===== src/rtl/fd_arbiter.sv =====
// Round-robin front end that shares one combinational fast_divider among NUM_REQ clients.
// Grants one request at a time, registers its operands, captures the result and returns it tagged with the ID.
module fd_arbiter #(
  parameter int unsigned WIDTH   = 8,
  parameter int unsigned NUM_REQ = 4,
  parameter int unsigned ID_W    = $clog2(NUM_REQ)
) (
  input  logic                     clk_in,
  input  logic                     rst_in,
  input  logic [NUM_REQ-1:0]       req_valid_in,
  output logic [NUM_REQ-1:0]       req_ready_out,
  input  logic [NUM_REQ*WIDTH-1:0] req_dividend_in,
  input  logic [NUM_REQ*WIDTH-1:0] req_divisor_in,
  output logic                     resp_valid_out,
  input  logic                     resp_ready_in,
  output logic [ID_W-1:0]          resp_id_out,
  output logic [WIDTH-1:0]         resp_quotient_out,
  output logic [WIDTH-1:0]         resp_remainder_out,
  output logic                     resp_dbz_out,
  output logic                     busy_out,
  output logic [WIDTH-1:0]         div_dividend_out,
  output logic [WIDTH-1:0]         div_divisor_out,
  input  logic [WIDTH-1:0]         div_quotient_in,
  input  logic [WIDTH-1:0]         div_remainder_in,
  input  logic                     div_dbz_in
);

  localparam logic [ID_W-1:0] LAST_ID = ID_W'(NUM_REQ - 1);

  typedef enum logic [1:0] {IDLE, CALC, RESP} state_t;

  state_t            state_q, state_d;
  logic [ID_W-1:0]   ptr_q;
  logic [ID_W-1:0]   id_q;
  logic [WIDTH-1:0]  dividend_q, divisor_q;
  logic [WIDTH-1:0]  quotient_q, remainder_q;
  logic              dbz_q;

  logic              grant_vld;
  logic [ID_W-1:0]   grant_idx;
  logic [WIDTH-1:0]  sel_dividend, sel_divisor;
  logic              accept, resp_done;

  // Round-robin pick: lowest valid index at or above the pointer, else lowest valid overall.
  always_comb begin
    logic            hi_vld, lo_vld;
    logic [ID_W-1:0] hi_idx, lo_idx;
    hi_vld = 1'b0;
    lo_vld = 1'b0;
    hi_idx = '0;
    lo_idx = '0;
    for (int i = int'(NUM_REQ) - 1; i >= 0; i--) begin
      if (req_valid_in[i]) begin
        lo_vld = 1'b1;
        lo_idx = ID_W'(i);
        if (i >= int'(ptr_q)) begin
          hi_vld = 1'b1;
          hi_idx = ID_W'(i);
        end
      end
    end
    grant_vld = lo_vld;
    grant_idx = hi_vld ? hi_idx : lo_idx;
  end

  // Operand mux for the granted requester.
  always_comb begin
    sel_dividend = '0;
    sel_divisor  = '0;
    for (int unsigned i = 0; i < NUM_REQ; i++) begin
      if (ID_W'(i) == grant_idx) begin
        sel_dividend = req_dividend_in[i*WIDTH +: WIDTH];
        sel_divisor  = req_divisor_in[i*WIDTH +: WIDTH];
      end
    end
  end

  assign accept    = (state_q == IDLE) && grant_vld;
  assign resp_done = (state_q == RESP) && resp_ready_in;

  // State register.
  always_ff @(posedge clk_in) begin
    if (rst_in) state_q <= IDLE;
    else        state_q <= state_d;
  end

  // Next-state logic.
  always_comb begin
    state_d = state_q;
    case (state_q)
      IDLE:    if (grant_vld) state_d = CALC;
      CALC:    state_d = RESP;
      RESP:    if (resp_ready_in) state_d = IDLE;
      default: state_d = IDLE;
    endcase
  end

  // Output decode.
  always_comb begin
    req_ready_out  = '0;
    resp_valid_out = 1'b0;
    busy_out       = 1'b0;
    case (state_q)
      IDLE: begin
        for (int unsigned i = 0; i < NUM_REQ; i++) begin
          req_ready_out[i] = grant_vld && (ID_W'(i) == grant_idx);
        end
      end
      CALC: busy_out = 1'b1;
      RESP: begin
        busy_out       = 1'b1;
        resp_valid_out = 1'b1;
      end
      default: busy_out = 1'b1;
    endcase
  end

  // Datapath: operands held after use so the divider inputs stay quiet while idle.
  always_ff @(posedge clk_in) begin
    if (rst_in) begin
      ptr_q       <= '0;
      id_q        <= '0;
      dividend_q  <= '0;
      divisor_q   <= '0;
      quotient_q  <= '0;
      remainder_q <= '0;
      dbz_q       <= 1'b0;
    end else begin
      if (accept) begin
        id_q       <= grant_idx;
        dividend_q <= sel_dividend;
        divisor_q  <= sel_divisor;
      end
      if (state_q == CALC) begin
        quotient_q  <= div_quotient_in;
        remainder_q <= div_remainder_in;
        dbz_q       <= div_dbz_in;
      end
      if (resp_done) begin
        ptr_q <= (id_q == LAST_ID) ? '0 : id_q + ID_W'(1);
      end
    end
  end

  assign div_dividend_out   = dividend_q;
  assign div_divisor_out    = divisor_q;
  assign resp_id_out        = id_q;
  assign resp_quotient_out  = quotient_q;
  assign resp_remainder_out = remainder_q;
  assign resp_dbz_out       = dbz_q;

endmodule


===== config.mk =====
export PLATFORM = sky130hd
export DESIGN_NAME = fd_arbiter
export DESIGN_NICKNAME = d
export VERILOG_FILES = /design/src/rtl/fd_arbiter.sv
export SDC_FILE = /design/constraint.sdc
export NUM_CORES = 1
export LEC_CHECK = 0
export CORE_ASPECT_RATIO = 1.1
export CORE_UTILIZATION = 35
export DETAILED_ROUTE_END_ITERATION = 16
export PLACE_DENSITY = 0.77
export SLEW_MARGIN = 20
export SYNTH_ARGS = -nofsm -noshare
export SYNTH_HDL_FRONTEND = slang
export SYNTH_SLANG_ARGS = --single-unit

===== constraint.sdc =====
create_clock -name clk_in -period 2.35 [get_ports clk_in]
set_input_delay 0.5875 -clock clk_in [delete_from_list [all_inputs] [get_ports clk_in]]
set_output_delay 0.5875 -clock clk_in [all_outputs]
set_load 0.01 [all_outputs]

* Yosys cells after proc, flatten, opt, wreduce, memory -nomap -nowiden
Index checks and enable logic that the tools add are counted. W data, S select, Z words.
Storage, ports and cells: register bits after elaboration 39, bits of input ports 88, output and inout bits 41, word-level logic and storage cells 65
Operators by class: $add $sub $neg 1, magnitude comparators 3, eq/ne operators 8, muxes and demuxes 36, reduce and logical (&&, ||, !) cells 9
Operators with widths (number):
- $mux W8 | 8
- $mux W2 | 14
- $mux W1 | 12
- $logic_and A1 B1 Y1 | 6
- $pmux W2 S3 | 1
- $eq A2 B2 Y1 const A | 2
- $eq A2 B2 Y1 const B | 2
- $ge A1 B2 Y1 const A | 2
- $logic_not A2 Y1 | 2
- $mux W4 | 1
- $ne A2 B2 Y1 const B | 2
- $add A2 B1 Y2 const B | 1
- $eq A1 B2 Y1 const A | 1
- $eq A2 B1 Y1 const B | 1
- $ge A2 B2 Y1 const A | 1
- $reduce_and A2 Y1 | 1

* Longest topological paths before layout
depth after elaboration 13, gate-level depth with buffers 7, mapped depth without buffers 5

* Least setup slack after synthesis
Ideal clock, no wire load.
path kind input -> output, start point input req_valid_in[2], end point output req_ready_out[0], arrival time 1.623 ns, required time 1.762 ns, slack 0.139 ns, cell stages on the path 5, path buffers 2, path through or4_1 -> buf_6 -> nand2_8 -> buf_2 -> nor3_1
On the way: word-level cells in the longest chain between the ends 9, elaborated cells on any way between the ends 20, classes of those cells mux (18); reduce/logical (2)
RTL lines:
- start, declared | line 10 | input logic [NUM_REQ-1:0] req_valid_in,
- $mux W2 / $mux W1 (equally long branches) | line 53 | if (req_valid_in[i]) begin
- $mux W2 / $mux W1 (equally long branches) | line 56 | if (i >= int'(ptr_q)) begin
- $mux W2 / $mux W1 (equally long branches) | line 53
- $mux W2 / $mux W1 (equally long branches) | line 56
- $mux W2 / $mux W1 (equally long branches) | line 53
- $mux W2 | line 63 | grant_idx = hi_vld ? hi_idx : lo_idx;
- $logic_not A2 Y1 | line 106 | req_ready_out[i] = grant_vld && (ID_W'(i) == grant_idx);
- $logic_and A1 B1 Y1 * | line 106
- $mux W4 * | line 103 | case (state_q)
- end, declared | line 11 | output logic [NUM_REQ-1:0] req_ready_out,
Mark *: on every way between the ends. The rest lies on a longest branch, timed or not.

* Worst setup path in the final report
start point input req_valid_in[0], end point output req_ready_out[1]
On the way: word-level cells in the longest chain between the ends 5, elaborated cells on any way between the ends 8, classes of those cells eq/ne (1); mux (6); reduce/logical (1)
RTL lines (line):
- $mux W2 / $mux W1 (equally long branches) | 53
- $mux W2 | 63
- $eq A1 B2 Y1 | 106
- $logic_and A1 B1 Y1 * | 106
- $mux W4 * | 103
Marks and branches as above.

==> impl_metrics.py <==
metrics = {
    "run_status": {
        "status": "completed",
    },
    "synth": {
        "ys_seq_elements": 39,
        "synth_fp_nets": 336,
        "synth_async_sr_flop_share": 0,
        "ys_warn_count": 0,
        "yosys.area.top_type_share": 0.376,
        "avgSynthCellArea_um2": 8.41,
        "synth_cell_types": 32,
        "syn-instance-count": 247,
        "synth-edff-count": 0,
        "yosys_most_used_dff": "dfxtp_1",
        "ys_seq_area_frac": 0.376,
        "synth_top_area_cell": "dfxtp_1",
        "syn_area_mm2": 0.00208,
        "synthTopCellsByArea": "dfxtp_1, mux2i_1, nand2_1, a21oi_1, nand3_1",
    },
    "cts": {
        "clock_latency_ns": 0.29,
        "cts.sinks": 39,
        "htree_levels": 2,
        "clkTransAtPathRegs_ns": 0.07,
        "cts_buffers": 5,
        "root_buffer": "clkbuf_8",
        "cts_tree": "built",
        "clk_path_buf_depth": 2,
    },
    "placement": {
        "dpl-instance-area_mm2": 0.00351,
        "portBuffers": 128,
        "hpwl_um": 5200,
        "place_inst": 456,
        "gp_congestion": 0.804,
        "pre_cts_ws_ns": -0.737,
    },
    "final_layout": {
        "synthToLayoutAreaGrowth_pct": 77.1,
        "final_common_cell": "clkdlybuf4s50_1",
        "layout_common_cells": "clkdlybuf4s50_1, nand2_1, dfxtp_1",
        "finalCoreUtilization": 0.642,
        "diodes": 0,
        "nFillCells": 518,
        "final_cell_area_mm2": 0.00368,
        "drive_above_1_share": 0.151,
        "finalNetCount": 478,
        "fin_cells": 467,
    },
    "floorplanning": {
        "die_y_um": 82.8,
        "rows": 29,
        "start_util": 0.363,
        "fp.dieW_um": 75.5,
        "pin_count": 129,
        "core_area_mm2": 0.00573,
        "dieArea_mm2": 0.00625,
    },
    "route": {
        "viasPerCell": 5.00,
        "first_pass_iters": 4,
        "via_count": 2336,
        "post_drt_wl_per_cell_um": 14.6,
        "first_iter_violations": 63,
        "drt_wl_total_um": 6820,
        "drc": 0,
        "ant_nets": 0,
    },
    "grt": {
        "grt_pass1_vias": 2408,
        "antenna_found_initial": 0,
        "grt_usage": 0.236,
        "grt_max_degree": 23,
        "overflow": 0,
        "grt_pass1_wl_um": 11400,
    },
    "setup_path": {
        "ff2ff_path_depth": 8,
        "startpoint": "req_valid_in[0]",
        "reg2reg_slack_ns": 0.41,
        "regToRegStartpoint": "ptr_q[0]$_SDFFE_PP0P_",
        "critPathKind": "in2out",
        "arrival_ns": 1.66,
        "cp-start-kind": "input pin",
        "cp.required_ns": 1.76,
        "timing.rr.end": "div_divisor_out[2]$_SDFFE_PP0P_",
        "critPathCaptureType": "output port",
        "critical_path.max_fanout": 5,
    },
    "sta": {
        "fin_crit_sh": 0.956,
        "max_freq_ghz": 0.445,
        "timing.setup.tns_ns": 0,
        "fin_crit_ns": 2.25,
        "hold_violations": 0,
        "setup_ws_ns": 0.103,
        "clock_skew_ns": 0.00578,
        "hold-worst-slack_ns": 0.451,
        "setup_viol": 0,
        "rsz0062_at_grt": "false",
        "slew_violations": 0,
        "worst_pin_slew_ns": 0.667,
        "max_slew_margin": 0.555,
    },
    "power": {
        "p_per_area_mw_per_mm2": 569,
        "power_mw": 2.09,
        "ir_drop_uv": 515,
        "power.leakage_nw": 1.39,
    },
    "hold_path": {
        "hp-start": "resp_quotient_out[2]$_SDFFE_PP0N_",
        "hold_class": "reg2reg",
        "hold_depth": 2,
        "hold_end": "resp_quotient_out[2]$_SDFFE_PP0N_",
    },
    "flow_run": {
        "cap_violations": 0,
    },
}
## layer usage
metal / share of wire / routed length [um] / vias up / global-route usage
met3: 0.064 / 437 / 19 / 0.0583
li1: - / - / 1158 / -
met1: 0.39 / 2660 / 1070 / 0.289
met5: 0 / 0 / - / 0
met4: 0.031 / 212 / 0 / 0.0842
met2: 0.51 / 3500 / 89 / 0.394
## worst max-delay path: stages
cell and delay (ns):
buf_2 0.14, and2_4 0.17, o221ai_4 0.12, and2_4 0.18
buf_4 0.14, nor3_2 0.15, buf_2 0.17
## cell type report
cell class,count,area (um^2),share of cell area
multi-input combinational,187,1230,0.335
tap,77,96.3,0.0262
clock buffer,6,72.6,0.0197
clock inverter,2,60.1,0.0163
inverter,4,15.0,0.00408
timing repair buffer,152,1420,0.386
sequential,39,782,0.213
## sequential cells by signal, indices dropped and copies added (netlist names)
signal,flops
resp_quotient_out,8
resp_remainder_out,8
resp_dbz_out,1
div_dividend_out,8
resp_id_out,2
ptr_q,2
div_divisor_out,8
state_q,2
## synth_stat cells (2+ instances only)
cell type	instances
nand2b_1	5
dfxtp_1	39
or3_1	9
a211oi_2	2
o211ai_1	9
nor3_1	5
buf_4	2
a21oi_1	22
inv_1	4
o221ai_1	7
nor2b_1	2
and2_1	2
nor2_1	5
nand3_1	19
buf_6	2
nand2_1	48
a21o_1	10
nor2_2	2
buf_8	2
mux2i_1	25
clkbuf_1	7
buf_2	3
nand3b_1	7
## power breakdown
| group | switching [mW] | internal [mW] |
|---|---|---|
| clock | 0.242 | 0.425 |
| sequential | 0.0368 | 0.727 |
| combinational | 0.287 | 0.377 |
## worst max path at each step
| stage | to | slack, ns | cells after the start |
|---|---|---|---|
| floorplan | req_ready_out[0] | 0.14 | 5 |
| global placement | req_ready_out[1] | -0.69 | 6 |
| detailed placement | req_ready_out[1] | -0.74 | 6 |
| CTS | req_ready_out[1] | 0.007 | 7 |
| global route | req_ready_out[1] | 0.02 | 6 |
| finish | req_ready_out[1] | 0.10 | 7 |
## cell families after synthesis
family / count (synthesis) / share of synthesized area
compound gates: 54 / 0.181
flops: 39 / 0.376
fa+ha+maj: 1 / 0.00602
buf+inv: 21 / 0.0614
mux: 25 / 0.120
simple gates: 107 / 0.255
## what timing repair did
action                                  4_1_cts  5_1_grt
resized for setup                            43        6
hold buffers                                  0        0
endpoints found under the setup margin       10        3
setup buffers                                 3        0
pin swaps                                     5        2
(Power assumes the default switching activity.)
